<file path="config.mk">
export PLATFORM = sky130hd
export DESIGN_NAME = imem_loader
export DESIGN_NICKNAME = d
export VERILOG_FILES = /design/src/rtl/imem_pkg.sv /design/src/rtl/word_packer.sv /design/src/rtl/imem_loader.sv
export SDC_FILE = /design/constraint.sdc
export NUM_CORES = 1
export LEC_CHECK = 0
export ABC_AREA = 1
export CORE_MARGIN = 2
export CORE_UTILIZATION = 50
export CTS_CLUSTER_DIAMETER = 100
export CTS_CLUSTER_SIZE = 40
export DETAILED_ROUTE_END_ITERATION = 12
export PLACE_DENSITY = 0.74
export SETUP_SLACK_MARGIN = 0.15
export SYNTH_ARGS = -nofsm -noshare
export SYNTH_HDL_FRONTEND = slang
export SYNTH_SLANG_ARGS = --single-unit
</file>
<file path="constraint.sdc">
create_clock -name clk -period 6.65 [get_ports clk]
set_input_delay 0.665 -clock clk [delete_from_list [all_inputs] [get_ports clk]]
set_output_delay 0.665 -clock clk [all_outputs]
set_load 0.05 [all_outputs]
</file>
<file path="src/rtl/imem_pkg.sv">
// Shared types and constants for the instruction-memory boot loader.
package imem_pkg;

    localparam int ROM_SIZE_DEFAULT = 32;
    localparam int WORD_BYTES       = 4;

    typedef enum logic [1:0] {
        HDR_HI = 2'd0,
        HDR_LO = 2'd1,
        DATA   = 2'd2,
        DONE   = 2'd3
    } state_t;

endpackage

</file>
<file path="src/rtl/word_packer.sv">
// Packs a byte stream big-endian into 32-bit words; strobes combinationally on the 4th byte.
module word_packer
    import imem_pkg::*;
(
    input  logic        clk,
    input  logic        reset,
    input  logic        clear,
    input  logic [7:0]  byte_data,
    input  logic        byte_en,
    output logic [31:0] word,
    output logic        word_strobe
);

    logic [23:0] lanes;
    logic [1:0]  cnt;

    always_ff @(posedge clk or posedge reset) begin
        if (reset) begin
            lanes <= '0;
            cnt   <= '0;
        end else if (clear) begin
            lanes <= '0;
            cnt   <= '0;
        end else if (byte_en) begin
            lanes <= {lanes[15:0], byte_data};
            cnt   <= cnt + 2'd1;
        end
    end

    // The current byte completes the word in the same cycle it is accepted.
    assign word_strobe = byte_en && (cnt == 2'(WORD_BYTES - 1));
    assign word        = {lanes, byte_data};

endmodule

</file>
<file path="src/rtl/imem_loader.sv">
// Boot loader: header-driven byte stream into instruction RAM writes, holding the CPU until done.
module imem_loader
    import imem_pkg::*;
#(
    parameter int ROM_SIZE = ROM_SIZE_DEFAULT,
    parameter int CNT_W    = 16
) (
    input  logic        clk,
    input  logic        reset,
    input  logic [7:0]  in_data,
    input  logic        in_valid,
    output logic        in_ready,
    input  logic        start,
    output logic        wr_en,
    output logic [30:0] wr_addr,
    output logic [31:0] wr_data,
    output logic        overflow,
    output logic        done,
    output logic        cpu_hold
);

    state_t           state;
    logic [CNT_W-1:0] word_count;
    logic [CNT_W-1:0] word_index;
    logic [CNT_W-1:0] hdr_full;
    logic             accept;
    logic             word_strobe;
    logic [31:0]      word;

    assign in_ready = (state != DONE);
    assign cpu_hold = (state != DONE);
    assign accept   = in_valid && in_ready;
    assign hdr_full = {word_count[CNT_W-1:8], in_data};

    word_packer u_packer (
        .clk         (clk),
        .reset       (reset),
        .clear       (start && (state == DONE)),
        .byte_data   (in_data),
        .byte_en     (accept && (state == DATA)),
        .word        (word),
        .word_strobe (word_strobe)
    );

    always_ff @(posedge clk or posedge reset) begin
        if (reset) begin
            state      <= HDR_HI;
            word_count <= '0;
            word_index <= '0;
            overflow   <= 1'b0;
            done       <= 1'b0;
            wr_en      <= 1'b0;
            wr_addr    <= '0;
            wr_data    <= '0;
        end else begin
            wr_en <= 1'b0;
            case (state)
                HDR_HI: if (accept) begin
                    word_count <= CNT_W'({in_data, 8'h00});
                    state      <= HDR_LO;
                end
                HDR_LO: if (accept) begin
                    word_count <= hdr_full;
                    if (hdr_full == '0) begin
                        state <= DONE;
                        done  <= 1'b1;
                    end else begin
                        state <= DATA;
                    end
                end
                DATA: if (word_strobe) begin
                    // Words past capacity are still counted so the stream stays aligned.
                    if (32'(word_index) < ROM_SIZE) begin
                        wr_en   <= 1'b1;
                        wr_addr <= 31'({word_index, 2'b00});
                        wr_data <= word;
                    end else begin
                        overflow <= 1'b1;
                    end
                    word_index <= word_index + CNT_W'(1);
                    if (word_index == word_count - CNT_W'(1)) begin
                        state <= DONE;
                        done  <= 1'b1;
                    end
                end
                DONE: if (start) begin
                    word_index <= '0;
                    overflow   <= 1'b0;
                    done       <= 1'b0;
                    state      <= HDR_HI;
                end
                default: state <= HDR_HI;
            endcase
        end
    end

endmodule
</file>
# Word level (Yosys, flattened, before mapping)
# Index checks and enable logic that the tools add are counted.
totals:
  ff_bits: 111
  in_bits: 12
  word_cells: 75
classes:
  addsub: 3
  magnitude_cmp: 1
  n_eq_ne: 13
  muxes: 29
  n_bitwise: 1
  n_reduce_logical: 17
op_table:
  columns: ["op", "n"]
  rows:
  - ["$pmux 16 s2", 2]
  - ["$mux 16", 3]
  - ["$mux 24", 2]
  - ["$add 16x1->16 const B", 1]
  - ["$eq 16x16->1", 1]
  - ["$logic_not 16->1", 1]
  - ["$lt 16x6->1 const B", 1]
  - ["$sub 16x1->16 const B", 1]
  - ["$mux 2", 7]
  - ["$ne 2x2->1 const B", 6]
  - ["$reduce_and 3->1", 4]
  - ["$mux 1", 11]
  - ["$mux 8", 1]
  - ["$pmux 2 s4", 1]
  - ["$eq 2x2->1 const B", 3]
  - ["$reduce_and 6->1", 1]
  - ["$reduce_bool 2->1", 3]
  - ["$reduce_and 5->1", 1]
  - ["$logic_and 1x1->1", 4]
  - ["$ne 2x1->1 const B", 2]
  - ["$reduce_and 4->1", 1]
  - ["$pmux 1 s3", 1]
  - ["$reduce_bool 3->1", 1]
  - ["$add 2x1->2 const B", 1]
  - ["4 further kinds", 4]

# Logic depth before layout (Yosys ltp)
depth:
  depth_word: 6
  ltp_mapped: 16

# Cells and area by module
# A second synthesis with hierarchy kept.
hier_totals:
  hier_cells: 693
  area_unflattened_um2: 5662.9
by_module_without_submodules:
  columns: ["mod", "instances", "cells_each", "area_per_inst_um2", "seq_area_each_um2"]
  rows:
  - ["imem_loader", 1, 567, 4394.2, 2127.0]
  - ["word_packer", 1, 126, 1268.7, 650.6]

# Worst setup path after synthesis
# OpenSTA, ideal clock, no wires.
synth_timing:
  path_type: "register -> register"
  start: "register state[0]"
  end: "register word_index[9]"
  setup_time_ns: 0.122
  arrival_time_ns: 2.032
  required_time_ns: 6.528
  path_slack_ns: 4.496
  stages_incl_launch_ff: 14
  path_buffers: 0
  path_cell_list: "dfrtp_1 -> ha_1 -> inv_2 -> nand2_4 -> nor2_8 -> nand2_2 -> nand2_2 -> o21ai_2 -> nor2_8 -> nand2_4 -> nor2_2 -> nand2_1 -> o21ai_1 -> a21oi_1"
synth_between:
  elab_chain_cells: 6
synth_rtl:
  columns: ["element", "line", "text"]
  rows:
  - ["from (decl)", "imem_loader.sv:22", "state_t state;"]
  - ["from (signal assigned)", "imem_loader.sv:47", "state <= HDR_HI;"]
  - ["from (signal assigned)", "imem_loader.sv:60", "state <= HDR_LO;"]
  - ["from (signal assigned)", "imem_loader.sv:65", "state <= DONE;"]
  - ["$ne 2x2->1", null, null]
  - ["via cpu_hold", "imem_loader.sv:19", "output logic cpu_hold"]
  - ["$logic_and 1x1->1", "imem_loader.sv:32", "assign accept = in_valid && in_ready;"]
  - ["$logic_and 1x1->1", "imem_loader.sv:40", ".byte_en (accept && (state == DATA)),"]
  - ["$logic_and 1x1->1", "word_packer.sv:31", "assign word_strobe = byte_en && (cnt == 2'(WORD_BYTES - 1));"]
  - ["$ne 2x1->1 (no line)", null, null]
  - ["$reduce_and 3->1 (no line)", null, null]
  - ["to (signal assigned)", "imem_loader.sv:80", "word_index <= word_index + CNT_W'(1);"]
  - ["to (decl)", "imem_loader.sv:24", "logic [CNT_W-1:0] word_index;"]
# The timed path passes the listed nets, and every way through them passes these cells.
# A chain may end at the register's enable or synchronous reset.

# Worst setup path after layout
layout_timing:
  start: "register state[0]"
  end: "register wr_data[20]"
layout_between:
  elab_chain_cells: 5
layout_rtl:
  columns: ["element", "line", "text"]
  rows:
  - ["$ne 2x2->1", "imem_loader.sv:30", "assign in_ready = (state != DONE);"]
  - ["$logic_and 1x1->1", "imem_loader.sv:32", null]
  - ["$logic_and 1x1->1", "imem_loader.sv:40", null]
  - ["$logic_and 1x1->1", "word_packer.sv:31", null]
  - ["$reduce_and 3->1 (no line) (*)", null, null]
  - ["to (signal assigned)", "imem_loader.sv:76", "wr_data <= word;"]
  - ["to (decl)", "imem_loader.sv:16", "output logic [31:0] wr_data,"]
# Every way passes the cells marked *; elsewhere a longest branch is shown, timed or not.

==> metrics.txt <==
status finished clean; Power Dens Cells 401 nW/um^2; DRT Wirelength 12.3 mm; WS Path Type reg -> reg; crit-path max FO 56; Avg Inst Size Synth 8.28 sq um; worst slew pin tran 0.866 ns; Sink Count 111; fraction of registers with async set or reset after synthesis 1.00; post-synthesis cell area 5440 sq um; Max H-tree Level 3; Port Buffers 64; synth warn 0; io pins 80; GR Overflow Total 0; CORE AREA 10700 sq um; Synth cell types 35; Final Cycle Share 0.469; largest net degree at the start of global routing 69; synthesized instance count 657; hold buffer count at CTS 0; Hold WC Path Type reg -> reg; leakage power 3.05 nW; register area share after synthesis 0.510; Initial Utilization 0.506; global-route wire length before repair 20.1 mm; routability congestion estimate 0.897; WP data required 6.89 ns; final hold violations 0; Setup violations, final 0; area grow syn2layout 16.3%; top cells by area, synth dfrtp_1 51%, nand2_1 10%, o21ai_0 7.2%, inv_1 6.1%, nand3_1 4.9%; Max Clk Rate 321 MHz; Total Die Area 11700 sq um; drt wl/cell 14.3 microns; Die Y 108 microns; total power 2.54 mW; maximum VDD drop 0.000240 V; drt pass-1 iters 5; RSZ-0062 raised after global routing false; CP startpoint kind flip-flop; number of antenna violations at the first check in global routing 0; dpl hpwl 8.92 mm; layout cells sized above 1 0.0446; Critical Path AT 3.36 ns; vias in the first global route 4144; clk buf depth 2; row cnt 38; Routed Antenna Nets 0; FF+latch count, synth 111; Nets 733; setup TNS 0 ns; Total GRT Usage 0.221; critical path endpoint category flip-flop; Synth top area share 0.510; worst clock skew 0.0111 ns; CTS buffer count 9; DP Worst Slack 3.46 ns; DRT iter0 DRCs 257; placed cells 842; CTS tree built; fin. max-slew vios 0; die span in x 108 microns; via density per instance 5.20; post-layout min period 3.12 ns; Max-Cap Viols 0; postcts setup bufs 0; Post-synth EDFFs 0; Fill cells 971; Clk pin slew, worst setup/hold paths 0.10 ns; DR vias 4465; Clock Latency Late Sink 0.38 ns; CTS root buf clkbuf_8; largest area contributor in the netlist dfrtp_1; DRC 0; diodes inserted 0; setup ws final 3.53 ns; post-layout util 0.589; PostCTS Resize Cnt 0; Post-Layout Cell Count 858; Rel. slew slack 0.421; Synth Flop Type dfrtp_1
-- worst max-delay path: stages (launching register included) --
cell,delay (ns)
dfrtp_1,0.44
ha_1,0.35
inv_2,0.25
nand2_4,0.17
nor2_8,0.33
nand2_2,0.13
inv_1,0.13
nand3_2,0.46
buf_4,0.49
nand2_1,0.12
o21ai_0,0.09
-- registers in the layout, summed over array words and instances, names as in the netlist --
name            count
done                1
overflow            1
state               2
u_packer.cnt        2
u_packer.lanes     24
word_count         16
word_index         16
wr_addr            16
wr_data            32
wr_en               1
-- report_power, final --
part           switching, mW  internal [mW]
combinational          0.773          0.368
sequential             0.146          0.842
clock                  0.220          0.187
total                   1.14           1.40
-- placed cells by master (no fill, tap or decap), types with 2 or more instances in the layout --
cell | netlist | layout
nor2_1 | 37 | 37
nor2_2 | 2 | 2
xor2_1 | 13 | 13
clkdlybuf4s50_1 | 0 | 64
nor3_2 | 2 | 2
inv_1 | 89 | 88
o21ai_2 | 2 | 2
clkbuf_1 | 13 | 4
o31ai_1 | 3 | 3
o21ai_1 | 8 | 8
xnor2_1 | 8 | 8
nand2_4 | 2 | 2
buf_4 | 16 | 2
nor2_8 | 2 | 2
nand2_2 | 3 | 3
o21ai_0 | 78 | 78
clkbuf_8 | 0 | 10
nand3_2 | 1 | 2
conb_1 | 1 | 15
clkinv_1 | 3 | 3
ha_1 | 8 | 8
a31oi_1 | 2 | 2
nand2_1 | 150 | 150
o22ai_1 | 5 | 5
nand4_1 | 4 | 4
nor3_1 | 9 | 9
dfrtp_1 | 111 | 111
a21oi_1 | 10 | 10
nand3_1 | 53 | 52
nand3b_1 | 3 | 3
nor4_1 | 9 | 9
-- per-layer routing --
metal	track usage	vias up	routed length, microns
met1	0.307	2139	5650
met5	0	-	0
met2	0.353	132	5840
met3	0.0392	14	599
li1	-	2180	-
met4	0.0769	0	189
-- kinds of logic after synthesis --
family / synth area share
adder cells (fa/ha/maj): 0.0184
other: 0.000689
XOR/XNOR: 0.0338
AO/OA/AOI/OAI: 0.104
flip-flops: 0.510
buffers and inverters: 0.100
AND/OR/NAND/NOR: 0.232
-- Yosys cell counts (3+ instances only) --
| cell | instances |
|---|---|
| xor2_1 | 13 |
| buf_4 | 16 |
| buf_2 | 5 |
| o21ai_0 | 78 |
| nor3_1 | 9 |
| ha_1 | 8 |
| xnor2_1 | 8 |
| o22ai_1 | 5 |
| o21ai_1 | 8 |
| nand3b_1 | 3 |
| clkbuf_1 | 13 |
| dfrtp_1 | 111 |
| nand3_1 | 53 |
| nor2_1 | 37 |
| o31ai_1 | 3 |
| nand2_2 | 3 |
| nand2_1 | 150 |
| inv_1 | 89 |
| clkinv_1 | 3 |
| nand4_1 | 4 |
| nor4_1 | 9 |
| a21oi_1 | 10 |
-- path summary, 6_finish.rpt --
| path | to | slack, ns | depth (start not counted) | from |
|---|---|---|---|---|
| worst max-delay path | wr_data[20] | 3.53 | 10 | state[0] |
| worst min-delay path | wr_addr[8] | 0.47 | 2 | wr_addr[8] |
| worst max register to register | wr_data[20] | 3.53 | 10 | state[0] |
| worst min register to register | wr_addr[8] | 0.47 | 2 | wr_addr[8] |
| max in group asynchronous | wr_data[9] | 4.73 | 3 | reset |
| min in group asynchronous | word_index[13] | 0.68 | 2 | reset |
-- area by class of cell --
cell class	count	area, sq um	area share
tap	140	175	0.0277
clock inverter	2	38.8	0.00613
inverter	93	352	0.0556
sequential	111	2780	0.439
timing repair buffer	66	656	0.104
multi-input combinational	432	2170	0.344
clock buffer	14	153	0.0241
-- stage by stage --
step / hold WS, ns / instance area (sq um)
after detailed placement: 0.452 / 6130
final: 0.474 / 6330
after CTS: 0.476 / 6330
after global placement: 0.450 / 6130
after global routing: 0.494 / 6330
after floorplan: 0.472 / 5490
Power figures use the tool's default switching activity.
